$ cat config.mk
export PLATFORM = sky130hd
export DESIGN_NAME = sram_pixel_fetcher
export DESIGN_NICKNAME = d
export VERILOG_FILES = /design/src/rtl/sram_pixel_fetcher_pkg.sv /design/src/rtl/sram_pixel_fetcher_cache.sv /design/src/rtl/sram_pixel_fetcher.sv
export SDC_FILE = /design/constraint.sdc
export NUM_CORES = 1
export LEC_CHECK = 0
export ABC_AREA = 1
export ABC_CLOCK_PERIOD_IN_PS = 3600
export CORE_ASPECT_RATIO = 1.1
export CORE_UTILIZATION = 39
export CTS_CLUSTER_DIAMETER = 120
export DETAILED_ROUTE_END_ITERATION = 12
export PLACE_DENSITY = 0.87
export REMOVE_ABC_BUFFERS = 1
export SLEW_MARGIN = 10
export SYNTH_ARGS = -nofsm -noshare
export SYNTH_HDL_FRONTEND = slang
export SYNTH_SLANG_ARGS = --single-unit
$ cat constraint.sdc
create_clock -name i_clk -period 3.6 [get_ports i_clk]
set_input_delay 1.08 -clock i_clk [delete_from_list [all_inputs] [get_ports i_clk]]
set_output_delay 1.08 -clock i_clk [all_outputs]
set_load 0.01 [all_outputs]
$ cat src/rtl/sram_pixel_fetcher_pkg.sv
// Shared SRAM/map widths, fetch FSM states and the response payload for the pixel fetcher.
package sram_param;

  localparam int unsigned SRAM_ADDR_WIDTH    = 20;
  localparam int unsigned SRAM_DATA_WIDTH    = 16;
  localparam int unsigned COLOR_WIDTH        = 4;
  localparam int unsigned MAP_H_WIDTH        = 8;
  localparam int unsigned MAP_V_WIDTH        = 8;
  localparam int unsigned WAIT_CNT_WIDTH     = 4;
  localparam int unsigned PIX_PER_WORD_LOG2  = $clog2(SRAM_DATA_WIDTH / COLOR_WIDTH);

  typedef enum logic [1:0] {
    ST_IDLE = 2'd0,
    ST_READ = 2'd1,
    ST_RESP = 2'd2
  } fetch_state_e;

  typedef struct packed {
    logic [MAP_H_WIDTH+MAP_V_WIDTH-1:0] index;
    logic [SRAM_DATA_WIDTH-1:0]         data;
  } pixel_rsp_t;

  // Word address holding a given linear pixel index, wrapping at the SRAM size.
  function automatic logic [SRAM_ADDR_WIDTH-1:0] word_addr(
    input logic [SRAM_ADDR_WIDTH-1:0]           base,
    input logic [MAP_H_WIDTH+MAP_V_WIDTH-1:0]   index
  );
    return base + SRAM_ADDR_WIDTH'(index >> PIX_PER_WORD_LOG2);
  endfunction

endpackage

$ cat src/rtl/sram_pixel_fetcher_cache.sv
// Single-entry word cache: last fetched SRAM word, its address and a valid bit.
module sram_word_cache
  import sram_param::*;
(
  input  logic                       i_clk,
  input  logic                       i_rst_n,
  input  logic                       i_invalidate,
  input  logic                       i_fill,
  input  logic [SRAM_ADDR_WIDTH-1:0] i_fill_addr,
  input  logic [SRAM_DATA_WIDTH-1:0] i_fill_data,
  input  logic [SRAM_ADDR_WIDTH-1:0] i_lookup_addr,
  output logic                       o_hit_c,
  output logic [SRAM_DATA_WIDTH-1:0] o_word
);

  logic                       r_valid;
  logic [SRAM_ADDR_WIDTH-1:0] r_addr;
  logic [SRAM_DATA_WIDTH-1:0] r_word;

  // Invalidate wins over a simultaneous fill: the word just read may already be stale.
  always_ff @(posedge i_clk or negedge i_rst_n) begin
    if (!i_rst_n) begin
      r_valid <= 1'b0;
      r_addr  <= '0;
      r_word  <= '0;
    end else begin
      if (i_invalidate) begin
        r_valid <= 1'b0;
      end else if (i_fill) begin
        r_valid <= 1'b1;
      end
      if (i_fill) begin
        r_addr <= i_fill_addr;
        r_word <= i_fill_data;
      end
    end
  end

  assign o_hit_c = r_valid && (r_addr == i_lookup_addr) && !i_invalidate;
  assign o_word  = r_word;

endmodule

$ cat src/rtl/sram_pixel_fetcher.sv
// Fetches the 16-bit SRAM word holding a requested object pixel (read-only SRAM port).
// Optional single-word cache enabled by defining SRAM_FETCH_CACHE_EN.
module sram_pixel_fetcher
  import sram_param::*;
#(
  parameter int unsigned                 READ_WAIT = 2,
  parameter logic [SRAM_ADDR_WIDTH-1:0]  BASE_ADDR = '0
) (
  input  logic                                 i_clk,
  input  logic                                 i_rst_n,
  input  logic                                 i_req_valid,
  output logic                                 o_req_ready,
  input  logic [MAP_H_WIDTH+MAP_V_WIDTH-1:0]   i_pixel_index,
  output logic                                 o_rsp_valid,
  input  logic                                 i_rsp_ready,
  output logic [MAP_H_WIDTH+MAP_V_WIDTH-1:0]   o_pixel_index,
  output logic [SRAM_DATA_WIDTH-1:0]           o_sram_data,
  input  logic                                 i_invalidate,
  output logic [SRAM_ADDR_WIDTH-1:0]           o_SRAM_ADDR,
  output logic                                 o_SRAM_WE_N,
  output logic                                 o_SRAM_CE_N,
  output logic                                 o_SRAM_OE_N,
  output logic                                 o_SRAM_LB_N,
  output logic                                 o_SRAM_UB_N,
  inout  wire  [SRAM_DATA_WIDTH-1:0]           io_SRAM_DQ
);

  fetch_state_e                r_state;
  fetch_state_e                w_next_state;
  logic                        r_req_ready;
  logic                        r_rsp_valid;
  logic                        r_strobe_n;
  logic [SRAM_ADDR_WIDTH-1:0]  r_sram_addr;
  logic [WAIT_CNT_WIDTH-1:0]   r_wait_cnt;
  pixel_rsp_t                  r_rsp;

  logic                        w_accept;
  logic                        w_read_done;
  logic                        w_hit;
  logic [SRAM_ADDR_WIDTH-1:0]  w_req_addr;
  logic [SRAM_DATA_WIDTH-1:0]  w_cache_word;
  logic                        w_req_ready_d;
  logic                        w_rsp_valid_d;
  logic                        w_strobe_n_d;

  assign w_accept    = i_req_valid && r_req_ready;
  assign w_req_addr  = word_addr(BASE_ADDR, i_pixel_index);
  assign w_read_done = (r_state == ST_READ) && (r_wait_cnt == '0);

`ifdef SRAM_FETCH_CACHE_EN
  sram_word_cache u_cache (
    .i_clk         (i_clk),
    .i_rst_n       (i_rst_n),
    .i_invalidate  (i_invalidate),
    .i_fill        (w_read_done),
    .i_fill_addr   (r_sram_addr),
    .i_fill_data   (io_SRAM_DQ),
    .i_lookup_addr (w_req_addr),
    .o_hit_c       (w_hit),
    .o_word        (w_cache_word)
  );
`else
  logic w_unused_invalidate;
  assign w_unused_invalidate = i_invalidate;
  assign w_hit               = 1'b0;
  assign w_cache_word        = '0;
`endif

  // State register
  always_ff @(posedge i_clk or negedge i_rst_n) begin
    if (!i_rst_n) begin
      r_state <= ST_IDLE;
    end else begin
      r_state <= w_next_state;
    end
  end

  // Next-state logic
  always_comb begin
    w_next_state = r_state;
    case (r_state)
      ST_IDLE: if (w_accept) w_next_state = w_hit ? ST_RESP : ST_READ;
      ST_READ: if (w_read_done) w_next_state = ST_RESP;
      ST_RESP: if (i_rsp_ready) w_next_state = ST_IDLE;
      default: w_next_state = ST_IDLE;
    endcase
  end

  // Output decode from the next state so every port comes straight off a flop
  always_comb begin
    w_req_ready_d = 1'b0;
    w_rsp_valid_d = 1'b0;
    w_strobe_n_d  = 1'b1;
    case (w_next_state)
      ST_IDLE: w_req_ready_d = 1'b1;
      ST_READ: w_strobe_n_d  = 1'b0;
      ST_RESP: w_rsp_valid_d = 1'b1;
      default: w_req_ready_d = 1'b0;
    endcase
  end

  // Registered outputs, wait counter and captured request/response
  always_ff @(posedge i_clk or negedge i_rst_n) begin
    if (!i_rst_n) begin
      r_req_ready <= 1'b0;
      r_rsp_valid <= 1'b0;
      r_strobe_n  <= 1'b1;
      r_sram_addr <= '0;
      r_wait_cnt  <= '0;
      r_rsp       <= '0;
    end else begin
      r_req_ready <= w_req_ready_d;
      r_rsp_valid <= w_rsp_valid_d;
      r_strobe_n  <= w_strobe_n_d;
      if (w_accept) begin
        r_rsp.index <= i_pixel_index;
        r_wait_cnt  <= WAIT_CNT_WIDTH'(READ_WAIT - 1);
        if (w_hit) begin
          r_rsp.data <= w_cache_word;
        end else begin
          r_sram_addr <= w_req_addr;
        end
      end else if (r_state == ST_READ) begin
        if (w_read_done) begin
          r_rsp.data <= io_SRAM_DQ;
        end else begin
          r_wait_cnt <= r_wait_cnt - WAIT_CNT_WIDTH'(1);
        end
      end
    end
  end

  assign o_req_ready   = r_req_ready;
  assign o_rsp_valid   = r_rsp_valid;
  assign o_pixel_index = r_rsp.index;
  assign o_sram_data   = r_rsp.data;
  assign o_SRAM_ADDR   = r_sram_addr;
  assign o_SRAM_WE_N   = 1'b1;
  assign o_SRAM_CE_N   = r_strobe_n;
  assign o_SRAM_OE_N   = r_strobe_n;
  assign o_SRAM_LB_N   = r_strobe_n;
  assign o_SRAM_UB_N   = r_strobe_n;
  assign io_SRAM_DQ    = {SRAM_DATA_WIDTH{1'bz}};

endmodule
==> flow_summary.yaml, run 1 <==
timing:
  finClkSkew_ns: 0.003774
  final-setup-viol-count: 0
  holdWs_ns: 0.4950
  fmax_mhz: 387.5
  fin_crit_sh_pct: 71.68
  slew_violations: 0
  finalSetupTns_ns: 0
  rsz0062_at_grt: "no"
  layout_min_cycle_time_ns: 2.581
  hold_viol: 0
clocking:
  ctsHoldBuffers: 0
  postCtsSetupRepairBufs: 0
  cts-root-buf: "clkbuf_8"
  cts.sink_count: 26
  cts_tree: "built"
  cts_max_level: 1
  clkTransAtPathRegs_ns: 0.09
  clock_tree.buffer_depth: 2
  cts_buffers: 3
  postCtsResizedCells: 0
  insertion_delay_ns: 0.27
global_routing:
  grt_max_degree: 27
  grtUsageMet3_pct: 2.913
  antenna_found_initial: 0
  grt_pass1_vias: 859
  grt_pass1_wl_um: 3615
  busiest_layer: "met2"
  grt_use_met1_pct: 13.22
  grtUsageMet2_pct: 21.20
  grt.overflow.total: 0
  track_usage_pct: 12.57
place:
  dp.cells: 259
  dp_hpwl_um: 1852
  place_congestion: 0.7018
  port_buffers: 71
synthesis:
  ys_warn_count: 0
  yosys_register_bits: 26
  synth_cell_types: 20
  synth_cells: 175
  post-synth-top-area-fraction_pct: 41.74
  synth.area.mux_share_pct: 0
  synth_area_leaders: "dfrtp_1 (42%), buf_4 (28%), nand2_1 (14%), o21ai_1 (2.0%), dfstp_2 (1.8%)"
  synth_largest_area_cell: "dfrtp_1"
  synth_area_mm2: 0.001499
  synth_simple_gate_area_share_pct: 17.78
  synth_top_family_by_area: "buffers and inverters"
  ys_seq_area_share_pct: 43.49
  synth-compound-area-share_pct: 4.674
  synth-xor-area-share_pct: 0.5843
  postSynthAreaPerCell_um2: 8.565
  synth_fa_ha_area_share_pct: 0.8347
status:
  outcome: "finished, final reports clean"
route:
  vias: 1064
  wl_per_cell_um: 9.540
  dr.pass1.iters: 4
  routed_via_density: 4.046
  antenna_left: 0
  drtIter0Drc: 19
  drt-total-wl_um: 2509
  drc: 0
power_and_ir_drop:
  power_density_mw_per_mm2: 824.2
  ir_drop_v: 0.0004838
  total_leakage_power_nw: 0.9538
worst_setup_path:
  worstPathBufferInverterCount: 1
  worstPathCellList: "clkdlybuf4s50_1"
  crit_arrival_ns: 1.50
  start_kind: "flip-flop"
  path_max_fanout: 17
  critPathCaptureType: "output pin"
  max_stage_delay_ns: 0.63
  cp_slowest_cell: "clkdlybuf4s50_1"
  cp_top_family: "buffers and inverters"
  worstPathRequired_ns: 2.52
  critPathKind: "flip-flop to output pin"
finish:
  finish.utilization_pct: 54.23
  layout-drive-gt1-share_pct: 7.512
  num-nets-final: 236
  antenna_cells: 0
  stdcell_count: 263
  fillers: 333
  syn_to_final_growth_pct: 32.22
die:
  io_pins: 96
  fp.dieH_um: 67.02
  dieArea_mm2: 0.004096
  die_x_um: 61.11
  row_count: 23
  coreArea_mm2: 0.003655
  start_util_pct: 41.01
flow_run:
  cap_violations: 0
hold_path:
  hp-class: "flip-flop to flip-flop"
[tightest hold or removal path, cell delays in order, from the launching register on]
cell,delay (ns)
dfrtp_1,0.35
nand2_1,0.05
nand2_1,0.06
[flip-flops by register name (all words and copies together) (netlist names)]
signal / cells
r_state: 2
o_pixel_index: 16
r_wait_cnt: 4
o_SRAM_CE_N: 1
o_req_ready: 1
o_sram_data: 1
o_rsp_valid: 1
[synthesized netlist by cell type (all sizes together)]
| library cell | instances |
|---|---|
| buf | 59 |
| nand2 | 59 |
| dfrtp | 25 |
| inv | 9 |
| o21ai | 6 |
| nor2 | 5 |
| a21oi | 2 |
| conb | 2 |
| nand3 | 2 |
| o31ai | 2 |
| dfstp | 1 |
| ha | 1 |
| or2 | 1 |
| xor2 | 1 |
[cell families after synthesis]
kind of cell | Yosys count
AO/OA/AOI/OAI | 10
XOR/XNOR | 1
AND/OR/NAND/NOR | 67
adder cells (fa/ha/maj) | 1
other | 2
buffers and inverters | 68
flip-flops | 26
[power by group]
part	internal (W)	total, W	switching [W]
Combinational	0.000460	0.000852	0.000392
Clock	0.000149	0.000241	0.0000917
Sequential	0.000434	0.000541	0.000106
Total	0.00104	0.00163	0.000591
[final cells by class]
type / instances / area [um^2] / area share (%)
clock buffers: 3 / 41.29 / 2.083
well taps: 50 / 62.56 / 3.157
repair buffers: 72 / 718.2 / 36.24
flip-flops and latches: 26 / 651.9 / 32.89
multi-input cells: 102 / 444.2 / 22.41
inverters: 9 / 33.78 / 1.705
clock inverters: 1 / 30.03 / 1.515
[layer usage]
layer / routed length (um) / up-vias
li1: - / 525
met3: 249 / 4
met1: 1060 / 463
met5: 0 / -
met4: 65 / 0
met2: 1134 / 72
[through the flow]
stage	power, W	cell area [um^2]	worst slack [ns]
2_1_floorplan	0.0009267	1130	1.267
3_3_place_gp	0.001382	1911	1.005
3_5_place_dp	0.001405	1911	1.011
4_1_cts	0.001654	1982	0.9781
5_1_grt	0.001747	1982	0.9054
6_report	0.001633	1982	1.019
[cells in the final DEF (no fill, tap or decap)]
cell / count
clkbuf_8: 3
bufinv_16: 1
conb_1: 23
a21oi_2: 1
dfstp_2: 1
clkdlybuf4s50_1: 71
a21oi_4: 1
or2_0: 1
ha_1: 1
nand2_2: 2
o21ai_1: 6
nor2_1: 3
nor2_2: 2
o31ai_1: 2
inv_1: 5
dfrtp_1: 25
nand3_1: 2
buf_4: 1
nand2_1: 57
xor2_1: 1
inv_2: 4
[worst paths after layout]
check	slack [ns]	end	startpoint	cells past startpoint
setup / recovery	1.02	o_sram_data[7]	o_sram_data[0]$_DFFE_PN0P_	1
hold / removal	0.49	o_pixel_index[1]$_DFFE_PN0P_	o_pixel_index[1]$_DFFE_PN0P_	2
setup reg to reg	2.13	r_wait_cnt[1]$_DFFE_PN0P_	o_req_ready$_DFF_PN0_	5
hold reg to reg	0.49	o_pixel_index[1]$_DFFE_PN0P_	o_pixel_index[1]$_DFFE_PN0P_	2
max in group asynchronous	2.15	o_SRAM_CE_N$_DFF_PN1_	i_rst_n	2
min in group asynchronous	1.16	o_pixel_index[10]$_DFFE_PN0P_	i_rst_n	2
No activity file was read; power rests on OpenSTA's default activity.
==> inputs of run 2 (changes only) <==
ABC_CLOCK_PERIOD_IN_PS = 2390   (was 3600)
CORE_UTILIZATION = 36   (was 39)
PLACE_DENSITY = 0.82   (was 0.87)
clock period = 2.39 ns   (was 3.6 ns; I/O delays follow)
==> flow_summary.yaml, run 2 (same netlist as run 1, synthesis figures left out) <==
status:
  outcome: "finished, final reports clean"
timing:
  fmax_mhz: 453.6
  finalSetupTns_ns: 0
  finClkSkew_ns: 0.003558
  slew_violations: 0
  holdWs_ns: 0.4949
  fin_crit_sh_pct: 92.25
  rsz0062_at_grt: "no"
  final-setup-viol-count: 0
  hold_viol: 0
  layout_min_cycle_time_ns: 2.205
finish:
  multiInputGateArea_um2: 444.2
  syn_to_final_growth_pct: 32.89
  final_cell_mix: "clkdlybuf4s50_1 (71), nand2_1 (57), dfrtp_1 (25), conb_1 (23), o21ai_1 (6)"
  antenna_cells: 0
  largest_reg_flops: 16
  fillers: 378
  stdcell_count: 266
  ff_latch_area_um2: 651.9
  finish.utilization_pct: 50.25
  layout-drive-gt1-share_pct: 7.944
  final_common_cell: "clkdlybuf4s50_1"
  num-nets-final: 237
hold_path:
  hp-class: "flip-flop to flip-flop"
  min_from: "o_pixel_index[0]$_DFFE_PN0P_"
worst_setup_path:
  path_max_fanout: 17
  critPathKind: "flip-flop to output pin"
  worstPathCellList: "clkdlybuf4s50_1"
  reg2reg_from: "r_wait_cnt[0]$_DFFE_PN0P_"
  startpoint: "o_sram_data[0]$_DFFE_PN0P_"
  worstPathBufferInverterCount: 1
  cp_top_family: "buffers and inverters"
  rrSetupSlack_ns: 1.16
  worstPathRequired_ns: 1.67
  start_kind: "flip-flop"
  critPathCaptureType: "output pin"
  cp_slowest_cell: "clkdlybuf4s50_1"
  max_stage_delay_ns: 0.62
  crit_arrival_ns: 1.49
die:
  start_util_pct: 37.82
  fp.dieH_um: 69.68
  coreArea_mm2: 0.003964
  dieArea_mm2: 0.004426
  io_pins: 96
  row_count: 24
  die_x_um: 63.53
place:
  dp_hpwl_um: 1893
  place_congestion: 0.7013
  port_buffers: 71
  dp.cells: 262
clocking:
  ctsHoldBuffers: 0
  cts.sink_count: 26
  cts_buffers: 3
  clock_tree.buffer_depth: 2
  postCtsSetupRepairBufs: 0
  insertion_delay_ns: 0.27
  cts_tree: "built"
  cts-root-buf: "clkbuf_8"
  clkTransAtPathRegs_ns: 0.09
  cts_max_level: 1
  postCtsResizedCells: 0
route:
  vias: 1086
  drc: 0
  dr.pass1.iters: 4
  routed_via_density: 4.083
  drtIter0Drc: 36
  wl_per_cell_um: 9.602
  drt-total-wl_um: 2554
  antenna_left: 0
global_routing:
  track_usage_pct: 11.72
  antenna_found_initial: 0
  grt_pass1_vias: 948
  grt.overflow.total: 0
  grt_pass1_wl_um: 4133
  grt_max_degree: 27
power_and_ir_drop:
  total_leakage_power_nw: 0.9582
  power_density_mw_per_mm2: 1242
  ir_drop_v: 0.0006628
flow_run:
  cap_violations: 0
[run 2: through the flow]
stage	instance area, um^2	worst slack [ns]	total power [W]
after floorplan	1130	0.4205	0.001396
after global placement	1921	0.4751	0.002091
after detailed placement	1921	0.4500	0.002128
after CTS	1992	0.1446	0.002497
after global routing	1992	0.06205	0.002649
final	1992	0.1852	0.002474
[run 2: layer usage]
| layer | share of wire, % | GRT usage, % | up-vias |
|---|---|---|---|
| li1 | - | - | 525 |
| met1 | 43 | 13.64 | 491 |
| met2 | 48 | 21.04 | 67 |
| met3 | 8.4 | 2.467 | 3 |
| met4 | 0.59 | 3.788 | 0 |
| met5 | 0 | 0 | - |
[run 2: cell type report]
cell class,count,share of cell area (%)
repair buffers,73,36.43
clock inverters,1,1.508
clock buffers,3,2.073
well taps,52,3.266
multi-input cells,102,22.30
flip-flops and latches,26,32.73
inverters,9,1.696
[run 2: path summary, 6_finish.rpt]
kind	to	cells after the start
setup / recovery	o_sram_data[14]	1
hold / removal	o_pixel_index[0]$_DFFE_PN0P_	2
setup reg to reg	r_wait_cnt[3]$_DFFE_PN0P_	5
hold reg to reg	o_pixel_index[0]$_DFFE_PN0P_	2
max in group asynchronous	o_SRAM_CE_N$_DFF_PN1_	2
min in group asynchronous	o_pixel_index[0]$_DFFE_PN0P_	2
[run 2: report_power, final]
group | internal, W | total, W | switching [W]
sequential | 0.000654 | 0.000821 | 0.000166
clock | 0.000224 | 0.000356 | 0.000132
combinational | 0.000699 | 0.00130 | 0.000598
==> inputs of run 3 (changes only) <==
==> constraint.sdc (replaced) <==
create_clock -name i_clk -period 2.39 [get_ports i_clk]
set_input_delay 0.3585 -clock i_clk [delete_from_list [all_inputs] [get_ports i_clk]]
set_output_delay 0.3585 -clock i_clk [all_outputs]
set_load 0.01 [all_outputs]
==> flow_summary.yaml, run 3 (same netlist as run 1, synthesis figures left out) <==
status:
  outcome: "finished, final reports clean"
hold_path:
  hp-class: "input pin to asynchronous set/reset pin"
place:
  place_congestion: 0.7683
  dp.cells: 262
  dp_hpwl_um: 1850
  port_buffers: 71
  place_area_mm2: 0.001921
die:
  coreArea_mm2: 0.003964
  dieArea_mm2: 0.004426
  die_x_um: 63.53
  row_count: 24
  fp.dieH_um: 69.68
  io_pins: 96
  start_util_pct: 37.82
finish:
  stdcell_count: 266
  antenna_cells: 0
  layout-drive-gt1-share_pct: 7.944
  ff_latch_area_um2: 651.9
  final_cell_mix: "clkdlybuf4s50_1 (71), nand2_1 (57), dfrtp_1 (25), conb_1 (23), o21ai_1 (6)"
  largest_reg_flops: 16
  final_common_cell: "clkdlybuf4s50_1"
  multiInputGateArea_um2: 444.2
  num-nets-final: 237
  stdcell_area_mm2: 0.001992
  fillers: 378
  syn_to_final_growth_pct: 32.89
global_routing:
  grt.overflow.total: 0
  track_usage_pct: 10.88
  grt_max_degree: 21
  grt_pass1_wl_um: 3705
  antenna_found_initial: 0
  grt_pass1_vias: 897
worst_setup_path:
  worstPathCellList: "clkdlybuf4s50_1"
  critPathKind: "flip-flop to output pin"
  rrSetupSlack_ns: 1.13
  path_max_fanout: 17
  rr_endpoint: "r_wait_cnt[3]$_DFFE_PN0P_"
  endpoint: "o_sram_data[0]"
  r2r.worst_path.cells: 6
  reg2reg_from: "r_wait_cnt[0]$_DFFE_PN0P_"
  worstPathBufferInverterCount: 1
  cp_slowest_cell: "clkdlybuf4s50_1"
  max_stage_delay_ns: 0.63
  startpoint: "o_sram_data[0]$_DFFE_PN0P_"
  crit_arrival_ns: 1.51
  start_kind: "flip-flop"
  cp.depth: 1
  worstPathRequired_ns: 2.03
  critPathCaptureType: "output pin"
  cp_top_family: "buffers and inverters"
timing:
  relSlewSlack_pct: 65.61
  layout_min_cycle_time_ns: 1.866
  finClkSkew_ns: 0.01164
  finalSetupTns_ns: 0
  fmax_mhz: 535.9
  slew_violations: 0
  hold_viol: 0
  fin_crit_sh_pct: 78.07
  rsz0062_at_grt: "no"
  final-setup-viol-count: 0
  tightest_slew_ns: 0.5142
power_and_ir_drop:
  power_density_mw_per_mm2: 1240
  p_comb_share_pct: 52.4
  ir_drop_v: 0.0005717
  p_seq_share_pct: 33.0
  netSwitchingFraction_pct: 36.04
  p_int_w: 0.001580
  power_frac_clock_pct: 14.7
  total_leakage_power_nw: 0.9582
  p_switching_w: 0.0008901
  p_total_w: 0.002470
route:
  wl_per_cell_um: 9.120
  antenna_left: 0
  vias: 1051
  routed_via_density: 3.951
  drc: 0
  drtIter0Drc: 19
  drt-total-wl_um: 2426
  dr.pass1.iters: 4
clocking:
  cts.sink_count: 26
  postCtsResizedCells: 0
  clock_tree.buffer_depth: 2
  postCtsSetupRepairBufs: 0
  cts-root-buf: "clkbuf_8"
  cts_max_level: 1
  insertion_delay_ns: 0.27
  cts_tree: "built"
  cts_buffers: 3
  clkTransAtPathRegs_ns: 0.09
  ctsHoldBuffers: 0
flow_run:
  cap_violations: 0
## run 3: cell counts in the layout (fill, tap and decap cells not counted)
Identical to the previous run, type by type.
## run 3: power by group through the flow
stage          Clock, W  Sequential (W)  Combinational (W)
2_1_floorplan         0        0.000957           0.000439
3_3_place_gp          0        0.000818            0.00128
3_5_place_dp          0        0.000816            0.00131
4_1_cts        0.000364        0.000817            0.00131
5_1_grt        0.000385        0.000844            0.00140
6_report       0.000362        0.000814            0.00129
## run 3: per-layer routing
layer	vias to the layer above	wire [um]	GRT usage, %	part of all wire [%]
met3	4	263	2.467	11
met4	0	51	6.818	2.1
met1	453	1013	11.52	42
met5	-	0	0	0
met2	68	1099	19.15	45
li1	526	-	-	-
## run 3: area by class of cell
type,count,area share [%]
multi-input combinational,102,22.30
inverter,9,1.696
tap,52,3.266
clock buffer,3,2.073
timing repair buffer,73,36.43
sequential,26,32.73
clock inverter,1,1.508
## run 3: metrics by stage
stage	hold WS (ns)	setup slack (ns)	util, %
6_report	0.4132	0.5241	50.25
5_1_grt	0.4626	0.4299	50.25
4_1_cts	0.4329	0.5035	50.25
3_5_place_dp	0.4643	0.7675	48.45
3_3_place_gp	0.4638	0.7918	48.45
2_1_floorplan	0.06291	0.7790	-
## run 3: worst min path at each step
stage	slack (ns)	to	cells after the start
after floorplan	0.06	o_pixel_index[0]$_DFFE_PN0P_	0
after global placement	0.46	o_pixel_index[1]$_DFFE_PN0P_	2
after detailed placement	0.46	o_pixel_index[0]$_DFFE_PN0P_	2
after CTS	0.43	o_pixel_index[0]$_DFFE_PN0P_	1
after global routing	0.46	o_pixel_index[0]$_DFFE_PN0P_	1
final	0.41	o_pixel_index[0]$_DFFE_PN0P_	1
